==> config.mk <==
export PLATFORM = sky130hd
export DESIGN_NAME = hub75e_rx_flat
export DESIGN_NICKNAME = d
export VERILOG_FILES = /design/src/rtl/hub75e_pkg.sv /design/src/rtl/hub75e_rx_if.sv /design/src/rtl/hub75e_sync_edge.sv /design/src/rtl/hub75e_rx.sv /design/src/flat_wrapper.sv
export SDC_FILE = /design/constraint.sdc
export NUM_CORES = 1
export LEC_CHECK = 0
export CAP_MARGIN = 40
export CORE_MARGIN = 5
export CORE_UTILIZATION = 40
export CTS_CLUSTER_DIAMETER = 80
export DETAILED_ROUTE_END_ITERATION = 10
export PLACE_DENSITY_LB_ADDON = 0.2
export SKIP_LAST_GASP = 1
export SLEW_MARGIN = 20
export SYNTH_ARGS = -nofsm -noshare
export SYNTH_HDL_FRONTEND = slang
export SYNTH_HIERARCHICAL = 1
export SYNTH_SLANG_ARGS = --single-unit
==> constraint.sdc <==
create_clock -name clk -period 34.3 [get_ports clk]
set_input_delay 6.86 -clock clk [delete_from_list [all_inputs] [get_ports clk]]
set_output_delay 6.86 -clock clk [all_outputs]
set_load 0.02 [all_outputs]
==> src/rtl/hub75e_pkg.sv <==
// hub75e_pkg: shared defaults, pin bus layout, colour/state types and row-sequence helper.
package hub75e_pkg;
  localparam int WIDTH_DEF = 64;
  localparam int SCAN_DEF = 32;
  localparam int ROW_W = 5;
  localparam int COL_W = 6;
  localparam int PIN_CLK = 6;
  localparam int PIN_LAT = 7;
  localparam int PIN_A = 9;
  localparam int PIN_W = 14;
  typedef logic [2:0] rgb3_t;
  typedef enum logic {RX_IDLE, RX_DRAIN} rx_state_e;
  function automatic logic [ROW_W-1:0] next_row(input logic [ROW_W-1:0] r, input logic [ROW_W-1:0] last);
    return r == last ? '0 : r + 1'b1;
  endfunction
endpackage

==> src/rtl/hub75e_rx_if.sv <==
// hub75e_rx_if: per-pixel valid/ready stream carrying column, row and top/bottom colour.
interface hub75e_rx_if
  import hub75e_pkg::*;
#(
  parameter int WIDTH = WIDTH_DEF
);
  logic valid;
  logic ready;
  logic [$clog2(WIDTH)-1:0] x;
  logic [ROW_W-1:0] row;
  rgb3_t top;
  rgb3_t bot;
  logic last;
  modport master(output valid, x, row, top, bot, last, input ready);
  modport slave(input valid, x, row, top, bot, last, output ready);
endinterface

==> src/rtl/hub75e_sync_edge.sv <==
// hub75e_sync_edge: multi-flop synchronizer with registered rising-edge detect and one-cycle-older tap.
module hub75e_sync_edge #(
  parameter int W = 1,
  parameter int STAGES = 2
) (
  input  logic         clk,
  input  logic         reset,
  input  logic [W-1:0] din,
  output logic [W-1:0] cur,
  output logic [W-1:0] old,
  output logic [W-1:0] rise
);
  logic [STAGES-1:0][W-1:0] sync_q, sync_d;
  logic [W-1:0] dly_q, dly_d, old_q, old_d, rise_q, rise_d;
  always_comb begin
    sync_d = {sync_q[STAGES-2:0], din};
    dly_d = sync_q[STAGES-1];
    old_d = dly_q;
    rise_d = sync_q[STAGES-1] & ~dly_q;
  end
  always_ff @(posedge clk) begin
    if (reset) begin
      sync_q <= '0;
      dly_q <= '0;
      old_q <= '0;
      rise_q <= '0;
    end else begin
      sync_q <= sync_d;
      dly_q <= dly_d;
      old_q <= old_d;
      rise_q <= rise_d;
    end
  end
  // cur is aligned with rise; old holds the value from the cycle before the edge
  assign cur = dly_q;
  assign old = old_q;
  assign rise = rise_q;
endmodule

==> src/rtl/hub75e_rx.sv <==
// hub75e_rx: HUB75E panel receiver that replays each latched line as a pixel stream.
// Define HUB75E_RX_STATS_EN to build frame_count and err_rowseq statistics.
module hub75e_rx
  import hub75e_pkg::*;
#(
  parameter int WIDTH = WIDTH_DEF,
  parameter int SCAN = SCAN_DEF,
  parameter int SYNC_STAGES = 2
) (
  input  logic        clk,
  input  logic        reset,
  input  logic        R1,
  input  logic        G1,
  input  logic        B1,
  input  logic        R2,
  input  logic        G2,
  input  logic        B2,
  input  logic        CLK,
  input  logic        LAT,
  input  logic        OE,
  input  logic        A,
  input  logic        B,
  input  logic        C,
  input  logic        D,
  input  logic        E,
  hub75e_rx_if.master px,
  output logic        frame_start,
  output logic        err_len,
  output logic        err_overrun,
  output logic [15:0] frame_count,
  output logic        err_rowseq
);
  localparam int XW = $clog2(WIDTH);
  localparam logic [XW:0] FULL = (XW+1)'(WIDTH);
  localparam logic [XW-1:0] LAST = XW'(WIDTH-1);
  localparam logic [ROW_W-1:0] LAST_ROW = ROW_W'(SCAN-1);
  logic [PIN_W-1:0] pins, cur, old, rise;
  logic clk_rise, lat_rise, accept, valid, unused;
  logic [ROW_W-1:0] row_in;
  rx_state_e state_q, state_d;
  logic [XW:0] col_q, col_d, col_inc;
  logic ovf_q, ovf_d;
  logic [XW-1:0] x_q, x_d;
  logic [ROW_W-1:0] row_q, row_d;
  logic frame_start_q, frame_start_d, err_len_q, err_len_d, err_overrun_q, err_overrun_d;
  logic [COL_W-1:0] shift_q [WIDTH];
  logic [COL_W-1:0] shift_d [WIDTH];
  logic [COL_W-1:0] line_q [WIDTH];
  logic [COL_W-1:0] line_d [WIDTH];
  assign pins = {E, D, C, B, A, OE, LAT, CLK, R1, G1, B1, R2, G2, B2};
  hub75e_sync_edge #(.W(PIN_W), .STAGES(SYNC_STAGES)) u_sync (
    .clk(clk), .reset(reset), .din(pins), .cur(cur), .old(old), .rise(rise)
  );
  assign clk_rise = rise[PIN_CLK];
  assign lat_rise = rise[PIN_LAT];
  assign row_in = cur[PIN_A +: ROW_W];
  assign unused = ^{cur[PIN_A-1:0], old[PIN_W-1:COL_W], rise[PIN_W-1:PIN_LAT+1], rise[COL_W-1:0], LAST_ROW};
  // Column counter saturates at WIDTH; extra shifts only mark the line as overlong
  always_comb begin
    shift_d = shift_q;
    col_inc = col_q + {{XW{1'b0}}, clk_rise & ~col_q[XW]};
    if (clk_rise && !col_q[XW]) shift_d[col_q[XW-1:0]] = old[COL_W-1:0];
    col_d = lat_rise ? '0 : col_inc;
    ovf_d = !lat_rise && (ovf_q || (clk_rise && col_q[XW]));
  end
  always_comb begin
    accept = state_q == RX_IDLE && lat_rise;
    state_d = state_q;
    x_d = x_q;
    row_d = row_q;
    line_d = line_q;
    frame_start_d = accept && row_in == '0;
    err_len_d = err_len_q | (accept && (col_inc != FULL || ovf_q || (clk_rise && col_q[XW])));
    err_overrun_d = err_overrun_q | (state_q == RX_DRAIN && lat_rise);
    if (accept) begin
      state_d = RX_DRAIN;
      x_d = '0;
      row_d = row_in;
      line_d = shift_d;
    end else if (state_q == RX_DRAIN && px.ready) begin
      x_d = x_q + 1'b1;
      state_d = x_q == LAST ? RX_IDLE : RX_DRAIN;
    end
  end
  always_ff @(posedge clk) begin
    if (reset) begin
      state_q <= RX_IDLE;
      col_q <= '0;
      ovf_q <= 1'b0;
      x_q <= '0;
      row_q <= '0;
      frame_start_q <= 1'b0;
      err_len_q <= 1'b0;
      err_overrun_q <= 1'b0;
    end else begin
      state_q <= state_d;
      col_q <= col_d;
      ovf_q <= ovf_d;
      x_q <= x_d;
      row_q <= row_d;
      frame_start_q <= frame_start_d;
      err_len_q <= err_len_d;
      err_overrun_q <= err_overrun_d;
    end
  end
  always_ff @(posedge clk) begin
    shift_q <= shift_d;
    line_q <= line_d;
  end
  assign valid = state_q == RX_DRAIN;
  assign px.valid = valid;
  assign px.x = x_q;
  assign px.row = row_q;
  assign px.top = valid ? line_q[x_q][5:3] : '0;
  assign px.bot = valid ? line_q[x_q][2:0] : '0;
  assign px.last = valid && x_q == LAST;
  assign frame_start = frame_start_q;
  assign err_len = err_len_q;
  assign err_overrun = err_overrun_q;
`ifdef HUB75E_RX_STATS_EN
  logic [15:0] frame_count_q, frame_count_d;
  logic [ROW_W-1:0] prev_row_q, prev_row_d;
  logic have_prev_q, have_prev_d, err_rowseq_q, err_rowseq_d;
  always_comb begin
    frame_count_d = frame_count_q + 16'(accept && row_in == '0);
    prev_row_d = accept ? row_in : prev_row_q;
    have_prev_d = have_prev_q | accept;
    err_rowseq_d = err_rowseq_q | (accept && have_prev_q && row_in != next_row(prev_row_q, LAST_ROW));
  end
  always_ff @(posedge clk) begin
    if (reset) begin
      frame_count_q <= '0;
      prev_row_q <= '0;
      have_prev_q <= 1'b0;
      err_rowseq_q <= 1'b0;
    end else begin
      frame_count_q <= frame_count_d;
      prev_row_q <= prev_row_d;
      have_prev_q <= have_prev_d;
      err_rowseq_q <= err_rowseq_d;
    end
  end
  assign frame_count = frame_count_q;
  assign err_rowseq = err_rowseq_q;
`else
  assign frame_count = '0;
  assign err_rowseq = 1'b0;
`endif
endmodule

==> src/flat_wrapper.sv <==
// flat-port wrapper written by rule: the top's interface ports become plain ports
module hub75e_rx_flat import hub75e_pkg::*;
#(
  parameter int WIDTH = WIDTH_DEF,
  parameter int SCAN = SCAN_DEF,
  parameter int SYNC_STAGES = 2
)
  (clk, reset, R1, G1, B1, R2, G2, B2, CLK, LAT, OE, A, B, C, D, E, frame_start, err_len, err_overrun, frame_count, err_rowseq, px_valid, px_x, px_row, px_top, px_bot, px_last, px_ready);
  hub75e_rx_if #(.WIDTH(WIDTH)) px_i ();
  input  logic clk;
  input  logic reset;
  input  logic R1;
  input  logic G1;
  input  logic B1;
  input  logic R2;
  input  logic G2;
  input  logic B2;
  input  logic CLK;
  input  logic LAT;
  input  logic OE;
  input  logic A;
  input  logic B;
  input  logic C;
  input  logic D;
  input  logic E;
  output logic frame_start;
  output logic err_len;
  output logic err_overrun;
  output logic [15:0] frame_count;
  output logic err_rowseq;
  output wire logic [$bits(px_i.valid)-1:0] px_valid;
  output wire logic [$bits(px_i.x)-1:0] px_x;
  output wire logic [$bits(px_i.row)-1:0] px_row;
  output wire logic [$bits(px_i.top)-1:0] px_top;
  output wire logic [$bits(px_i.bot)-1:0] px_bot;
  output wire logic [$bits(px_i.last)-1:0] px_last;
  input wire logic [$bits(px_i.ready)-1:0] px_ready;
  assign px_valid = px_i.valid;
  assign px_x = px_i.x;
  assign px_row = px_i.row;
  assign px_top = px_i.top;
  assign px_bot = px_i.bot;
  assign px_last = px_i.last;
  assign px_i.ready = px_ready;
  hub75e_rx #(.WIDTH(WIDTH), .SCAN(SCAN), .SYNC_STAGES(SYNC_STAGES)) u_core (.clk(clk), .reset(reset), .R1(R1), .G1(G1), .B1(B1), .R2(R2), .G2(G2), .B2(B2), .CLK(CLK), .LAT(LAT), .OE(OE), .A(A), .B(B), .C(C), .D(D), .E(E), .px(px_i), .frame_start(frame_start), .err_len(err_len), .err_overrun(err_overrun), .frame_count(frame_count), .err_rowseq(err_rowseq));
endmodule
==> summary.txt, run 1 <==
status -> complete, no violations
Initial Util -> 40.1%
routed len/inst -> 22.3 µm
post-DP HPWL -> 37900 µm
GPL Wtd Cong -> 0.764
Arr. time, crit path -> 5.09 ns
GRT Total Usage -> 16.1%
vias per cell -> 5.19
Max-slew headroom -> 26.3%
initial antenna violation count -> 0
width of the die -> 283 µm
Clock Pin Slew Worst Setup and Hold Paths -> 0.06 ns
vias in the first global route -> 15394
pwr/cell area -> 58.1 nW/µm²
LEAKAGE -> 0.0127 µW
total gr overflow -> 0
Synth Instances -> 1772
Slew @ Worst Pin -> 1.11 ns
First DRT Iteration DRCs -> 842
Critical Path RT -> 27.44 ns
largest net degree at the start of global routing -> 182
CTS hold repair buffers -> 0
layout cells sized above 1 -> 35.7%
Critical Path Most Common Cell -> buf_4
clock buffer count from CTS -> 87
via count -> 14938
Final Routed Wirelength -> 64200 µm
CTS Sinks -> 838
CP endpoint kind -> primary output
Max VDD drop -> 0.0521 mV
row cnt -> 100
RSZ-0062 raised after global routing -> false
CTS max path bufs -> 3
Power Total -> 1980 µW
die area -> 79800 µm²
htree depth -> 3
1st-pass router iterations -> 5
Slew Viols, Final -> 0
Slowest-stage cell, CP -> clkdlybuf4s50_1
# IOs -> 56
Layout Nets -> 1857
DRC errors left -> 0
ANT nets after route -> 0
final hold violation count -> 0
Post-Syn Area per Cell -> 16.8 µm²
critical path class -> reg -> out
clk root buf -> clkbuf_16
fin crit share -> 34.8%
CP Max Fanout -> 38
post_cts resized -> 0
die height -> 283 µm
synthesized area -> 29700 µm²
synthesis-to-layout area growth -> 14.5%
MaxCap Viol Count -> 0
Worst Skew -> 0.0276 ns
Startpoint Class -> flip-flop
setup TNS -> 0 ns
Worst Hold Class -> reg -> reg
crit path cell chain -> buf_4 -> buf_4 -> mux4_2 -> mux2i_1 -> a31o_2 -> o32ai_1 -> clkdlybuf4s50_1
Core Area -> 74100 µm²
CTS tree -> done
synth warn -> 6
first-pass GRT wire length -> 96500 µm
max incr delay on CP -> 0.76 ns
Worst-Skew Late Latency -> 0.62 ns
fmax -> 83.7 MHz
number of buffers added for setup after CTS -> 0
port bufs -> 37
count of final setup violators -> 0
Period minus WS final -> 11.95 ns
-- sequential cells by signal (all words and copies together), names as in the netlist, 2 cells and up --
register and flops:
u_core/shift_q 384, u_core/u_sync/rise 2, u_core/u_sync/cur 13, u_core/u_sync/dly_d 13, u_core/u_sync/old 6, u_core/col_q 7, u_core/px.row 5, u_core/px.x 6
u_core/line_q 384, u_core/u_sync/sync_d 13
-- critical path, delay by kind of cell (launching register included) --
| kind | cells | cell delay (ns) |
|---|---|---|
| AOI/OAI and AO/OA | 2 | 1.05 |
| DFF | 1 | 0.69 |
| muxes | 2 | 0.52 |
| buffers and inverters | 3 | 2.15 |
-- layout by cell type, fill, tap and decap left out, drive strengths merged, types with 3 or more instances in the layout --
cell	count
nand3	16
xnor2	6
conb	17
dfxtp	454
nor2	48
inv	9
and3	3
nand2b	5
nand3b	4
or3b	4
buf	36
mux2	387
nor3	13
nor2b	51
a31oi	8
o22ai	9
xor2	4
nor3b	7
a22oi	10
clkdlybuf4s50	36
nand2	72
mux4	96
clkinvlp	4
clkinv	22
a221oi	3
edfxtp	384
clkbuf	132
a211oi	5
o21ai	4
ha	3
mux2i	12
a21oi	17
-- per-layer routing --
layer  up-vias  track usage, %  share of wire (%)
met5         -               0                  0
met4         0            4.56                2.1
met3        88            2.50                4.0
met2       272            26.8                 48
met1      7847            22.2                 46
li1       6731               -                  -
-- final timing paths --
check | start | endpoint | slack [ns] | cells after the start
worst max register to register | u_core/u_sync/rise[7] | u_core/line_q[35] | 30.53 | 6
worst max-delay path | u_core/px.x[1] | px_top[1] | 22.35 | 7
worst min-delay path | u_core/u_sync/cur[7] | u_core/u_sync/rise[7] | 0.39 | 1
worst min register to register | u_core/u_sync/cur[7] | u_core/u_sync/rise[7] | 0.39 | 1
-- area by class of cell --
type                    instances  area [µm²]
fillers                      6555       40100
flip-flops and latches        838       20600
multi-input cells             831        8570
clock buffers                 132        2580
well taps                     969        1210
repair buffers                 72         748
clock inverters                30         218
inverters                       7        33.8
diodes                          1        2.50
-- power breakdown --
| group | total (µW) | switching, µW | internal [µW] |
|---|---|---|---|
| sequential | 1050 | 2.33 | 1050 |
| clock | 903 | 369 | 534 |
| combinational | 26.3 | 16.9 | 9.36 |
| total | 1980 | 388 | 1590 |
-- metrics by stage --
stage                     instance area (µm²)  hold slack [ns]  instances  utilization (%)  setup slack [ns]
after floorplan                         29800            0.372       1788                -             23.25
after global placement                  31000            0.379       2708             41.9             22.88
after detailed placement                31100            0.387       2714             42.0             22.91
after CTS                               33900            0.393       2876             45.8             22.21
after global routing                    34000            0.398       2879             45.9             22.14
final                                   34000            0.388       2880             45.9             22.35
Power figures use the tool's default switching activity.
==> inputs of run 2 (changes only) <==
Clock period 34.3 ns to 10.7 ns, I/O delays scaled along.
==> summary.txt, run 2 (synthesis results as in run 1) <==
status -> complete, no violations
Slew @ Worst Pin -> 0.915 ns
Max-slew headroom -> 38.9%
port bufs -> 37
Setup WS pre-CTS -> 4.67 ns
total gr overflow -> 0
GRT Total Usage -> 16.3%
sequential standard cell area -> 20600 µm²
setup TNS -> 0 ns
Worst-Skew Late Latency -> 0.63 ns
routed len/inst -> 22.5 µm
Layout Nets -> 1854
First DRT Iteration DRCs -> 970
initial antenna violation count -> 1
layout cells sized above 1 -> 35.6%
CTS max path bufs -> 3
antenna diode count -> 0
Final Routed Wirelength -> 64800 µm
fill cell total of the finished layout -> 6467
first-pass GRT wire length -> 97400 µm
# IOs -> 56
area of the multi-input gates -> 8590 µm²
row cnt -> 100
die area -> 79800 µm²
1st-pass router iterations -> 5
CTS tree -> done
Arr. time, crit path -> 4.44 ns
commonest non-fill, non-tap cells in the layout -> dfxtp_1, mux2_2, edfxtp_1
vias per cell -> 5.17
LEAKAGE -> 0.0127 µW
post-DP HPWL -> 37800 µm
vias in the first global route -> 15255
CTS hold repair buffers -> 0
fmax -> 152 MHz
CTS Sinks -> 838
Hold Slack -> 0.399 ns
Clock Pin Slew Worst Setup and Hold Paths -> 0.06 ns
CP Max Fanout -> 28
Max VDD drop -> 0.135 mV
GPL Wtd Cong -> 0.760
worst setup margin -> 4.12 ns
RSZ-0062 raised after global routing -> false
post_cts resized -> 0
placed cell area -> 31100 µm²
via count -> 14857
number of buffers added for setup after CTS -> 0
CP endpoint kind -> primary output
fin crit share -> 61.5%
width of the die -> 283 µm
MaxCap Viol Count -> 0
Initial Util -> 40.1%
Critical Path RT -> 8.56 ns
biggest regs -> u_core/line_q: 384 flops, u_core/shift_q: 384 flops
Period minus WS final -> 6.58 ns
final hold violation count -> 0
clock buffer count from CTS -> 86
die height -> 283 µm
critical path class -> reg -> out
Layout Utilization -> 46.0%
count of final setup violators -> 0
Core Area -> 74100 µm²
pwr/cell area -> 189 nW/µm²
synthesis-to-layout area growth -> 14.7%
most common cell after layout, fill and taps aside -> dfxtp_1
largest net degree at the start of global routing -> 196
Worst Hold Class -> reg -> reg
Startpoint Class -> flip-flop
clk root buf -> clkbuf_16
DRC errors left -> 0
htree depth -> 3
Slew Viols, Final -> 0
ANT nets after route -> 0
final instance area -> 34100 µm²
Worst Skew -> 0.0194 ns
-- run 2: routing by layer --
layer	global-route usage, %	wire length, µm	up-vias
li1	-	-	6734
met1	22.9	29700	7739
met2	26.5	31100	295
met3	2.70	2830	87
met4	4.42	1150	2
met5	0	13	-
-- run 2: power by group --
| group | switching, µW | internal [µW] |
|---|---|---|
| Combinational | 54.6 | 30.2 |
| Sequential | 7.95 | 3350 |
| Clock | 1190 | 1790 |
-- run 2: area by class of cell --
type                            instances  share of cell area, %
Tap cell                              969                   3.56
Clock buffer                          131                   7.50
Timing Repair Buffer                   70                   2.11
Multi-Input combinational cell        831                   25.2
Clock inverter                         28                  0.922
Inverter                                7                  0.125
Sequential cell                       838                   60.6
-- run 2: critical path, cell delays in order (launching register included) --
cell and delay, ns:
dfxtp_4 0.69, buf_4 0.47, buf_12 0.26, mux4_2 0.52
a22oi_1 0.46, a31oi_1 0.16, a31oi_1 0.27, o21ai_0 0.30
clkdlybuf4s50_1 0.65
-- run 2: path summary, 6_finish.rpt --
check | startpoint | to | slack, ns | depth (start not counted)
max | u_core/px.x[0] | px_bot[2] | 4.12 | 8
min | u_core/u_sync/cur[7] | u_core/u_sync/rise[7] | 0.40 | 1
max reg2reg | u_core/px.valid | u_core/line_q[272] | 7.43 | 5
min reg2reg | u_core/u_sync/cur[7] | u_core/u_sync/rise[7] | 0.40 | 1
-- run 2: per-stage QoR --
step	instances	power (µW)
global route	2874	6660
CTS	2867	6510
finish	2874	6430
floorplan	1788	3490
detailed placement	2708	3510
global placement	2704	3510
==> inputs of run 3 (changes only) <==
Clock period 10.7 ns to 6.23 ns, I/O delays scaled along.
==> summary.txt, run 3 (synthesis results as in run 1) <==
Core Area -> 74100 µm²
Initial Util -> 40.1%
Worst Skew -> 0.0250 ns
pwr/cell area -> 325 nW/µm²
synthesis-to-layout area growth -> 14.9%
First DRT Iteration DRCs -> 890
# IOs -> 56
row cnt -> 100
total gr overflow -> 0
die area -> 79800 µm²
CTS Sinks -> 838
hold path depth -> 1
clock buffer count from CTS -> 89
Worst Hold Class -> reg -> reg
DRC errors left -> 0
Worst Reg2Reg Path Length in Cells -> 4
switching power total -> 2160 µW
initial antenna violation count -> 1
GPL Wtd Cong -> 0.761
Worst-Skew Late Latency -> 0.63 ns
Layout Nets -> 1862
clk root buf -> clkbuf_16
Final Routed Wirelength -> 64300 µm
die height -> 283 µm
vias in the first global route -> 15495
Sequential Power Share -> 52.0%
Internal Power -> 8930 µW
CTS max path bufs -> 3
fill cell total of the finished layout -> 6445
most common cell after layout, fill and taps aside -> dfxtp_1
Hold Slack -> 0.388 ns
post-DP HPWL -> 38100 µm
vias per cell -> 5.12
via count -> 14767
Hold Crit Start -> u_core/u_sync/cur[7]
Layout Utilization -> 46.1%
routed len/inst -> 22.3 µm
Clk pwr share -> 46.6%
sw frac -> 19.5%
GRT Total Usage -> 16.2%
Comb power frac -> 1.3%
port bufs -> 37
largest net degree at the start of global routing -> 172
CTS tree -> done
Slew @ Worst Pin -> 0.931 ns
reg-to-reg endpoint -> u_core/line_q[317]
R2R Path Start -> u_core/u_sync/rise[6]
Clock Pin Slew Worst Setup and Hold Paths -> 0.05 ns
fmax -> 191 MHz
CP Max Fanout -> 26
ANT nets after route -> 0
Arr. time, crit path -> 3.99 ns
fin crit share -> 84.1%
r2r setup slk -> 3.26 ns
critical path class -> reg -> out
first-pass GRT wire length -> 96800 µm
CTS hold repair buffers -> 0
setup TNS -> 0 ns
width of the die -> 283 µm
final hold violation count -> 0
CP endpoint kind -> primary output
htree depth -> 3
Max VDD drop -> 0.255 mV
Startpoint Class -> flip-flop
RSZ-0062 raised after global routing -> false
status -> complete, no violations
1st-pass router iterations -> 5
biggest regs -> u_core/line_q: 384 flops, u_core/shift_q: 384 flops
hold path endpoint -> u_core/u_sync/rise[7]
Max-slew headroom -> 37.9%
antenna diode count -> 0
commonest non-fill, non-tap cells in the layout -> dfxtp_1, mux2_2, edfxtp_1
number of buffers added for setup after CTS -> 0
post_cts resized -> 0
MaxCap Viol Count -> 0
count of final setup violators -> 0
layout cells sized above 1 -> 35.6%
Critical Path RT -> 4.98 ns
Period minus WS final -> 5.24 ns
Slew Viols, Final -> 0
LEAKAGE -> 0.0128 µW
## run 3: cell count changes in the layout (fill, tap and decap cells not counted), sizes merged
cell	change
buf	+5
inv	+3
clkinv	-2
clkbuf	+1
clkinvlp	+1
## run 3: layer usage
| metal | global-route usage (%) | part of all wire [%] | vias up |
|---|---|---|---|
| met5 | 0 | 0.020 | - |
| met4 | 5.23 | 2.9 | 2 |
| met3 | 3.28 | 4.7 | 114 |
| met2 | 25.9 | 47 | 256 |
| met1 | 22.4 | 45 | 7647 |
| li1 | - | - | 6748 |
## run 3: per-stage QoR
step                setup WS, ns  area [µm²]  cells  power, µW
floorplan                  0.245       29800   1788       6000
global placement            1.57       31100   2713       6030
detailed placement          1.57       31200   2716       6040
CTS                        0.872       34100   2878      11200
global route               0.791       34100   2882      11500
finish                     0.992       34100   2882      11100
## run 3: power by group through the flow
stage          registers, µW  logic, µW  clock network [µW]
2_1_floorplan           5890        102                   0
3_3_place_gp            5890        142                   0
3_5_place_dp            5890        147                   0
4_1_cts                 5770        147                5320
5_1_grt                 5770        157                5550
6_report                5770        145                5170
## run 3: how the worst max path moves through the flow
stage                    start          endpoint  slack (ns)  depth (start not counted)
2_1_floorplan  u_core/px.valid  u_core/line_q[0]        0.24                          3
3_3_place_gp    u_core/px.x[0]         px_bot[2]        1.57                          7
3_5_place_dp    u_core/px.x[0]         px_bot[2]        1.57                          7
4_1_cts         u_core/px.x[0]         px_bot[2]        0.87                          7
5_1_grt         u_core/px.x[0]         px_bot[2]        0.79                          7
6_report        u_core/px.x[0]         px_bot[2]        0.99                          7
## run 3: critical path, cell delays in order, from the launching register on
cell and delay, ns:
dfxtp_4 0.76, buf_4 0.37, mux4_2 0.53, a22oi_1 0.39, a31oi_1 0.14, a31oi_1 0.28, o21ai_0 0.27, clkdlybuf4s50_1 0.62
## run 3: area by class of cell
class	instances	area [µm²]	share of cell area [%]
Clock buffer	132	2580	7.56
Clock inverter	30	327	0.956
Inverter	7	42.5	0.125
Multi-Input combinational cell	831	8570	25.1
Sequential cell	838	20600	60.4
Tap cell	969	1210	3.55
Timing Repair Buffer	75	774	2.27
==> edit (settings of run 2) <==
The option `HUB75E_RX_STATS_EN` is turned on by a define.
--- a/src/rtl/hub75e_rx.sv
+++ b/src/rtl/hub75e_rx.sv
@@ -2,2 +2,4 @@
 // Define HUB75E_RX_STATS_EN to build frame_count and err_rowseq statistics.
+`define HUB75E_RX_STATS_EN
+
 module hub75e_rx
Behaviour: not the same (Yosys sat finds a counterexample within 10 cycles, from zero or initial values and one cycle with reset high).
==> edit against run 2 <==
- first-iteration DRC count increased by 10%
- final area is 4.0% higher
- sequential cell count is 18 higher
- area after synthesis grew 2.9%
- routed wire length increased by 0.49%
- setup slack worse by 0.12 ns
- power up 2.8%
- clock power grew 4%
- via count is 5.3% higher
- sequential share of layout area down 1.3 points
==> edit: results (changes against run 2) <==
outcome: "complete, no violations"
slowest_delay_ns: 0.87  # +0.18 ns
ctsHtreeMaxLevel: 3  # unchanged
gp_congestion: 0.7737  # +1.9%
root_buffer: "clkbuf_16"
nets: 1999  # +7.8%
top_layer: "met4"
cpLargestDelayFamily: "buffers and inverters"
dp_hpwl_um: 38970  # +3.2%
drtPass1Iterations: 5  # unchanged
finalWirelength_um: 65120  # +0.49%
insertion_delay_ns: 0.64
grt_use_met3_pct: 2.899  # +0.20 points
grt_max_degree: 122  # -38%
p_leak_uw: 0.01316  # +3.4%
fillers: 6536  # +1.1%
cts.path.max_buffers: 3  # unchanged
skew_ns: 0.02683  # +0.007433 ns
max-vdd-ir-drop_mv: 0.1436  # +6.2%
cts_buffers: 88  # +2.3%
grtUsageMet2_pct: 25.72  # -0.79 points
synth.avg_cell_area_um2: 16.18  # -3.5%
port_buffers: 54  # +46%
dr_total_vias: 15640  # +5.3%
grt_pass1_wl_um: 98590  # +1.3%
wl_met2_um: 31070  # about the same
syn_nets: 1913
cp.arrival_ns: 4.56  # +0.12 ns
post_cts_buffers: 0  # unchanged
layout.cells.non_filler: 3029  # +5.4%
grt_use_total_pct: 15.76  # -0.54 points
cp_max_fo: 42  # +50%
use_met1_pct: 21.69  # -1.2 points
report.final.hold_viol_count: 0  # unchanged
drive_gt1_share_pct: 33.51  # -2.1 points
min_path_type: "reg2reg"
maxSlewHeadroom_pct: 42.69  # +3.8 points
wl_met3_um: 2790  # -1.4%
antenna_found_initial: 1  # unchanged
first_iter_violations: 1071  # +10%
dp.cells: 2857  # +5.5%
wl_met1_um: 29600  # -0.41%
edit: changes by cell type in the layout (fill, tap and decap cells not counted), moves of 5 or more:
cell,run 2,this run
a2111oi_0,0,6
a31oi_1,8,2
buf_4,24,31
clkdlybuf4s50_1,36,53
conb_1,17,0
dfxtp_1,444,463
mux2i_1,12,31
mux4_2,96,86
nand2_1,72,77
nor2_1,39,72
nor2b_1,51,56
nor3_1,10,18
xnor2_1,6,11
xor2_1,4,15
edit: power by group:
group	switching (uW)	internal, uW
Combinational	53.5	33.8
Clock	1230	1860
Sequential	7.74	3420
Total	1300	5310
edit: final cells by class:
type / instances / area share [%]
Antenna cell: 1 / 0.007065
Timing Repair Buffer: 99 / 3.013
Tap cell: 978 / 3.455
Multi-Input combinational cell: 923 / 25.67
Clock buffer: 132 / 7.433
Inverter: 7 / 0.09538
Clock inverter: 33 / 1.042
Sequential cell: 856 / 59.28
edit: final timing paths:
kind                                            start                    end  slack, ns  cells past startpoint
worst max-delay path                   u_core/px.x[1]              px_top[1]       4.00                      7
worst min-delay path             u_core/u_sync/cur[7]  u_core/u_sync/rise[7]       0.39                      1
worst max register to register  u_core/u_sync/rise[7]     u_core/line_q[124]       7.12                      7
worst min register to register   u_core/u_sync/cur[7]  u_core/u_sync/rise[7]       0.39                      1
edit: per-stage QoR:
| stage | cell area [um2] | total power, uW | setup WS, ns |
|---|---|---|---|
| final | 35420 | 6604 | 3.999 |
| after global routing | 35420 | 6838 | 3.768 |
| after CTS | 35280 | 6689 | 3.867 |
| after detailed placement | 32270 | 3584 | 4.557 |
| after global placement | 32100 | 3580 | 4.520 |
| after floorplan | 30560 | 3556 | 4.316 |
